<file path="src/rtl/seq_tx_serializer.sv">
// Framed serial pattern transmitter: captures an N-bit pattern on start and shifts it out MSB-first,
// one bit per TICK_CNT clocks, with a strobe on the last cycle of each bit. Optional SEQ_TX_REPEAT_EN.
`timescale 1ns/1ps

// state   | meaning
// S_IDLE  | waiting for start; all outputs low
// S_SHIFT | frame in progress; x carries shreg MSB
// S_DONE  | single-cycle done pulse after the final bit
module seq_tx_serializer #(
    parameter int N        = 8,
    parameter int TICK_CNT = 25_000_000
) (
    input  logic                 clk,
    input  logic                 reset_n,
    input  logic [N-1:0]         pattern,
    input  logic                 start,
    input  logic                 repeat_req,
    output logic                 x,
    output logic                 x_strobe,
    output logic                 busy,
    output logic                 done,
    output logic [$clog2(N)-1:0] bit_idx,
    output logic [N-1:0]         leds
);

    localparam int BW = $clog2(N);
    localparam int PW = (TICK_CNT > 1) ? $clog2(TICK_CNT) : 1;
    localparam logic [PW-1:0] P_LAST  = PW'(TICK_CNT - 1);
    localparam logic [BW-1:0] B_MSB   = BW'(N - 1);
    localparam logic [N-1:0]  LED_MSB = {1'b1, {(N-1){1'b0}}};
    // With a single-cycle bit period every shift cycle is also a strobe cycle.
    localparam logic STROBE_ON_LOAD = (TICK_CNT == 1);

    typedef enum logic [1:0] {S_IDLE, S_SHIFT, S_DONE} state_t;

    state_t          state;
    logic [N-1:0]    shreg;
    logic [PW-1:0]   pcnt;
    logic [PW-1:0]   pcnt_inc;

    assign pcnt_inc = pcnt + PW'(1);

`ifdef SEQ_TX_REPEAT_EN
    logic [N-1:0]    cap;
`else
    logic            unused_repeat;
    assign unused_repeat = repeat_req;
`endif

    always_ff @(posedge clk or negedge reset_n) begin
        if (!reset_n) begin
            state    <= S_IDLE;
            shreg    <= '0;
            pcnt     <= '0;
            x        <= 1'b0;
            x_strobe <= 1'b0;
            busy     <= 1'b0;
            done     <= 1'b0;
            bit_idx  <= '0;
            leds     <= '0;
`ifdef SEQ_TX_REPEAT_EN
            cap      <= '0;
`endif
        end else begin
            x_strobe <= 1'b0;
            done     <= 1'b0;
            case (state)
                S_IDLE: begin
                    if (start) begin
                        state    <= S_SHIFT;
                        shreg    <= pattern;
`ifdef SEQ_TX_REPEAT_EN
                        cap      <= pattern;
`endif
                        pcnt     <= '0;
                        bit_idx  <= B_MSB;
                        x        <= pattern[N-1];
                        busy     <= 1'b1;
                        leds     <= LED_MSB;
                        x_strobe <= STROBE_ON_LOAD;
                    end
                end
                S_SHIFT: begin
                    if (pcnt == P_LAST) begin
                        pcnt <= '0;
                        if (bit_idx != '0) begin
                            shreg    <= {shreg[N-2:0], 1'b0};
                            x        <= shreg[N-2];
                            bit_idx  <= bit_idx - BW'(1);
                            leds     <= leds >> 1;
                            x_strobe <= STROBE_ON_LOAD;
                        end
`ifdef SEQ_TX_REPEAT_EN
                        // Repeat replays the captured pattern, never the live switches.
                        else if (repeat_req) begin
                            shreg    <= cap;
                            x        <= cap[N-1];
                            bit_idx  <= B_MSB;
                            leds     <= LED_MSB;
                            x_strobe <= STROBE_ON_LOAD;
                        end
`endif
                        else begin
                            state <= S_DONE;
                            shreg <= '0;
                            x     <= 1'b0;
                            busy  <= 1'b0;
                            leds  <= '0;
                            done  <= 1'b1;
                        end
                    end else begin
                        pcnt     <= pcnt_inc;
                        x_strobe <= (pcnt_inc == P_LAST);
                    end
                end
                S_DONE:  state <= S_IDLE;
                default: state <= S_IDLE;
            endcase
        end
    end

endmodule

</file>
<file path="config.mk">
export PLATFORM = sky130hd
export DESIGN_NAME = seq_tx_serializer
export DESIGN_NICKNAME = d
export VERILOG_FILES = /design/src/rtl/seq_tx_serializer.sv
export SDC_FILE = /design/constraint.sdc
export NUM_CORES = 1
export LEC_CHECK = 0
export ABC_CLOCK_PERIOD_IN_PS = 2700
export CORE_AREA = 2 2 85 70
export DETAILED_ROUTE_END_ITERATION = 10
export DIE_AREA = 0 0 87 72
export GPL_TIMING_DRIVEN = 0
export MAX_ROUTING_LAYER = met4
export PLACE_DENSITY = 0.76
export SLEW_MARGIN = 20
export SYNTH_ARGS = -nofsm -noshare
export SYNTH_HDL_FRONTEND = slang
export SYNTH_SLANG_ARGS = --single-unit
</file>
<file path="constraint.sdc">
create_clock -name clk -period 2.7 [get_ports clk]
set_clock_uncertainty 0.15 [all_clocks]
set_input_delay 0.54 -clock clk [delete_from_list [all_inputs] [get_ports clk]]
set_output_delay 0.54 -clock clk [all_outputs]
set_load 0.03 [all_outputs]
</file>
Word level (Yosys, flattened, before mapping)
Cells that the tools add are included.

Register bits: 49. Latch bits: 0. RAM bits: 0. ROM bits: 0. Bits of input ports: 12. Output and inout port bits: 15. Memories kept: 0.

$add $sub $neg: 2. Multipliers: 0. Div/mod/pow operators: 0. $lt $le $gt $ge: 0. Equality and inequality tests: 7. Shift-type cells: 0. Mux-type cells: 32. Bitwise gates (word level): 0. Reduce and logical (&&, ||, !) cells: 8.

Operators by type and width (count): $eq 25x25->1 const B (2); $mux 25 (2); $pmux 25 s2 (1); $mux 7 (4); $add 25x1->25 const B (1); $mux 8 (2); $pmux 8 s2 (1); $pmux 7 s2 (1); $mux 1 (11); $mux 3 (3); $ne 2x2->1 const B (4); $reduce_and 4->1 (2); $mux 2 (3); $pmux 3 s2 (1); $reduce_and 3->1 (2); $pmux 1 s2 (2); $pmux 2 s2 (1); $reduce_bool 3->1 (1); $sub 3x1->3 const B (1); $eq 2x1->1 const B (1); $logic_not 2->1 (1); $reduce_and 2->1 (1); $reduce_bool 2->1 (1).

Longest topological paths before layout
Depth in word-level cells: 4. Depth in mapped cells: 9. Depth with buffers taken out: 7.

Worst setup path before layout
Ideal clock, no wire load.

Path kind: flip-flop to flip-flop. From: reg pcnt[0]. To: reg x_strobe. Arrival time: 2.025 ns. Slack: 0.429 ns. Stages on the path, launching flop included: 9. Period minus slack after synthesis: 2.271 ns. Path through: dfrtp_1 > ha_1 > nand4_4 > nor4b_4 > and3_1 > buf_4 > xor2_2 > nand3_1 > nor4_2.

Word-level cells in the longest chain between the ends: 4.

Ends and longest elaborated chain: start: declaration (RTL line 38) `logic [PW-1:0] pcnt;`; start signal: assignment (RTL line 112) `pcnt <= pcnt_inc;`; $add 25x1->25 (RTL line 41) `assign pcnt_inc = pcnt + PW'(1);`; $eq 25x25->1 (RTL line 113) `x_strobe <= (pcnt_inc == P_LAST);`; $mux 1 * (RTL line 84) `if (pcnt == P_LAST) begin`; $mux 1 *; end signal: assignment (RTL line 113); end: declaration (RTL line 19) `output logic x_strobe,`.

Mark *: on every way between the ends. The rest lies on a longest branch, timed or not. A chain may end at the register's enable or synchronous reset.

Worst setup path after layout
From: reg pcnt[0]. To: reg leds[0].

Word-level cells in the longest chain between the ends: 3.

Ends and longest elaborated chain: $eq 25x25->1 (RTL line 84); $ne 2x2->1 (no source line); $reduce_and 3->1 (no source line); end signal: assignment (RTL line 90) `leds <= leds >> 1;`; end: declaration (RTL line 23) `output logic [N-1:0] leds`.

No other way between the ends.

==> flow_summary.toml <==
[pwr]
leakage_nw = 1.39
ir_worst_vdd_mv = 0.356
p_per_area_mw_per_mm2 = 403
total_power_mw = 1.34

[critical_path]
worst-path-max-fanout = 10
reg2reg_slack_ns = 0.19
reg2regPathDepth = 9
crit-reg2reg-launch = "pcnt[0]"
worst_ep_arrival_time_ns = 2.61
cp-start-kind = "flop"
required_ns = 2.80
r2r_end = "leds[0]"
cp-end-kind = "flop"
crit_type = "flop to flop"

[floorplan]
die_w_um = 87
dieArea_sq_mm = 0.00626
io_pins = 27
num_rows = 24
dieHeight_um = 72
fp.coreArea_sq_mm = 0.00538
start_util_pct = 53.0

[timing]
finalCriticalPeriod_ns = 2.51
hold_slack_ns = 0.0949
finalSetupViolCount = 0
period_share_pct = 92.9
tns_ns = 0
timing.final.ws_setup_ns = 0.192
finalMaxSlewViolations = 0
hold_viol = 0
slew_headroom_pct = 43.3
rsz0062_at_grt = "no"
max_freq_mhz = 399
worstMarginPinSlew_ns = 0.849

[logic_synthesis]
ys_async_sr_fraction_pct = 100
yosys.area_share.adder_pct = 1.76
synth_top_family_by_area = "simple AND/OR/NAND/NOR gates"
synth_seq_area_share_pct = 43.0
syn_area_per_cell_sq_um = 9.04
ys.flop_type = "dfrtp_1"
synth_compound_area_share_pct = 19.9
syn-instance-count = 315
synth_edf_count = 0
synth_mux_area_share_pct = 0.351
ys_seq_elements = 49
synth_cell_type_count = 58
synth-simple-area-share_pct = 28.3
ys_warn_count = 0
synth_xor_area_share_pct = 2.11
syn-cell-area_sq_mm = 0.00285
syn-num-nets = 331

[clock_tree]
cts_tree = "done"
hold_buffers = 0
cts_buffers = 5
clk_path_buf_depth = 2
cts_max_level = 2
root_buffer = "clkbuf_8"
clock-sinks = 49
cts.clk_slew.worst_paths_ns = 0.10
clk_latency_ns = 0.31

[detailed_routing]
vias = 2478
drt_first_pass_iters = 4
vias_per_cell = 5.94
drt_wl_total_um = 6640
wl_per_cell_um = 15.9
drt_iter0_drc = 280
drc = 0
ant_nets = 0

[final_layout]
areaGrowthSynthToFinish_pct = 17.0
antenna_cells = 0
final_nets = 367
drive_gt1_share_pct = 11.9

[global_route]
overflow = 0
track_usage_pct = 22.8
grt_pass1_wl_um = 11100
antenna_found_initial = 0
grt_pass1_vias = 2281
grt_max_degree = 50

[hold_path]
min-delay-path-class = "primary input to asynchronous set/reset pin"

[place]
hpwl_um = 4500
io_buffers = 25
gp_congestion = 0.884
post-place-ws_ns = 0.0345

[run]
maxCapViolCount = 0

[run_status]
status = "complete, no violations"
kinds of logic (layout without fill, tap and decap cells):
kind of cell	Yosys count	in the layout
flip-flops	49	49
XOR/XNOR	6	6
AND/OR/NAND/NOR	141	141
multiplexers	1	1
AO/OA/AOI/OAI	87	87
buffers and inverters	27	64
adder cells (fa/ha/maj)	4	4
report_power, final:
group          internal [mW]  switching (mW)
logic                 0.0170          0.0221
registers              0.739         0.00291
clock network          0.302           0.261
synth_stat cells, drive strengths merged (3+ instances only):
master,count,area (sq um)
nor2,38,143
o31ai,14,119
nor4,4,61.3
ha,4,50.1
a31oi,4,25.0
and2,4,27.5
nand2b,5,31.3
xor2,4,42.6
a22oi,3,27.5
a221oi,7,61.3
dfrtp,49,1230
o21ai,36,180
a21oi,14,81.3
or3,3,18.8
nor3b,3,22.5
nand2,29,109
inv,8,30.0
nand4,6,52.6
buf,13,78.8
nor2b,5,31.3
and3,7,43.8
clkbuf,6,22.5
nand3,21,110
nor3,4,20.0
stage by stage:
| stage | instance area [sq um] | instances | utilization (%) |
|---|---|---|---|
| 2_1_floorplan | 2850 | 315 | - |
| 3_3_place_gp | 3180 | 405 | 59.2 |
| 3_5_place_dp | 3180 | 405 | 59.1 |
| 4_1_cts | 3300 | 413 | 61.4 |
| 5_1_grt | 3330 | 417 | 62.0 |
| 6_report | 3330 | 417 | 62.0 |
sequential cells by signal, summed over array words and instances, names as in the netlist:
signal,cells
x,1
done,1
state,2
bit_idx,3
busy,1
x_strobe,1
shreg,7
leds,8
pcnt,25
timing repair:
item / 4_1_cts / 5_1_grt
setup endpoints to repair: 0 / 33
buffers inserted: 0 / 4
resized for setup: 0 / 3
cells in the final DEF (no fill, tap or decap), types with 3 or more instances in the layout:
cell type,Yosys,layout
buf_4,1,6
dfrtp_1,49,49
clkbuf_8,0,6
nor2b_1,5,5
nor2_1,38,38
nand4_1,5,5
nand2_1,29,29
xor2_1,3,3
a221oi_1,7,7
inv_1,8,8
buf_2,9,9
and3_1,7,7
o21ai_0,34,34
nand3_1,20,20
a31oi_1,4,4
or3_1,3,3
a21oi_1,13,13
nor3b_1,3,3
clkdlybuf4s50_1,0,24
ha_1,4,3
clkbuf_1,6,5
nor3_1,4,4
o31ai_1,13,13
nand2b_1,5,5
routing by layer:
metal / up-vias / share of wire (%) / global-route usage, %
met5: - / 0 / -
met1: 1189 / 50 / 34.8
met3: 4 / 4.9 / 3.07
li1: 1213 / - / -
met4: 0 / 0.44 / 5.56
met2: 72 / 45 / 32.1
how the worst max path moves through the flow:
stage / start / end / slack (ns) / cells past startpoint
6_report: pcnt[0] / leds[0] / 0.19 / 9
3_3_place_gp: reset_n / leds[3] / -0.54 / 1
2_1_floorplan: pcnt[0] / x_strobe / 0.43 / 8
3_5_place_dp: pcnt[0] / pcnt[2] / 0.03 / 8
4_1_cts: pcnt[0] / pcnt[2] / 0.02 / 8
5_1_grt: pcnt[0] / leds[4] / 0.03 / 9
worst max-delay path, cell delays in order (launching register included):
cell and delay [ns]:
dfrtp_1 0.46, ha_2 0.29, and3_1 0.23, nand2_1 0.14, or3_1 0.35, buf_2 0.19, a21oi_4 0.29, buf_6 0.19
nand3_1 0.08, nand2_1 0.08
final cells by class:
| type | count | area, sq um |
|---|---|---|
| Multi-Input combinational cell | 239 | 1490 |
| Clock buffer | 6 | 82.6 |
| Fill cell | 452 | 2040 |
| Buffer | 19 | 103 |
| Clock inverter | 2 | 37.5 |
| Timing Repair Buffer | 29 | 278 |
| Inverter | 8 | 30.0 |
| Tap cell | 65 | 81.3 |
| Sequential cell | 49 | 1230 |
(Power assumes the default switching activity.)
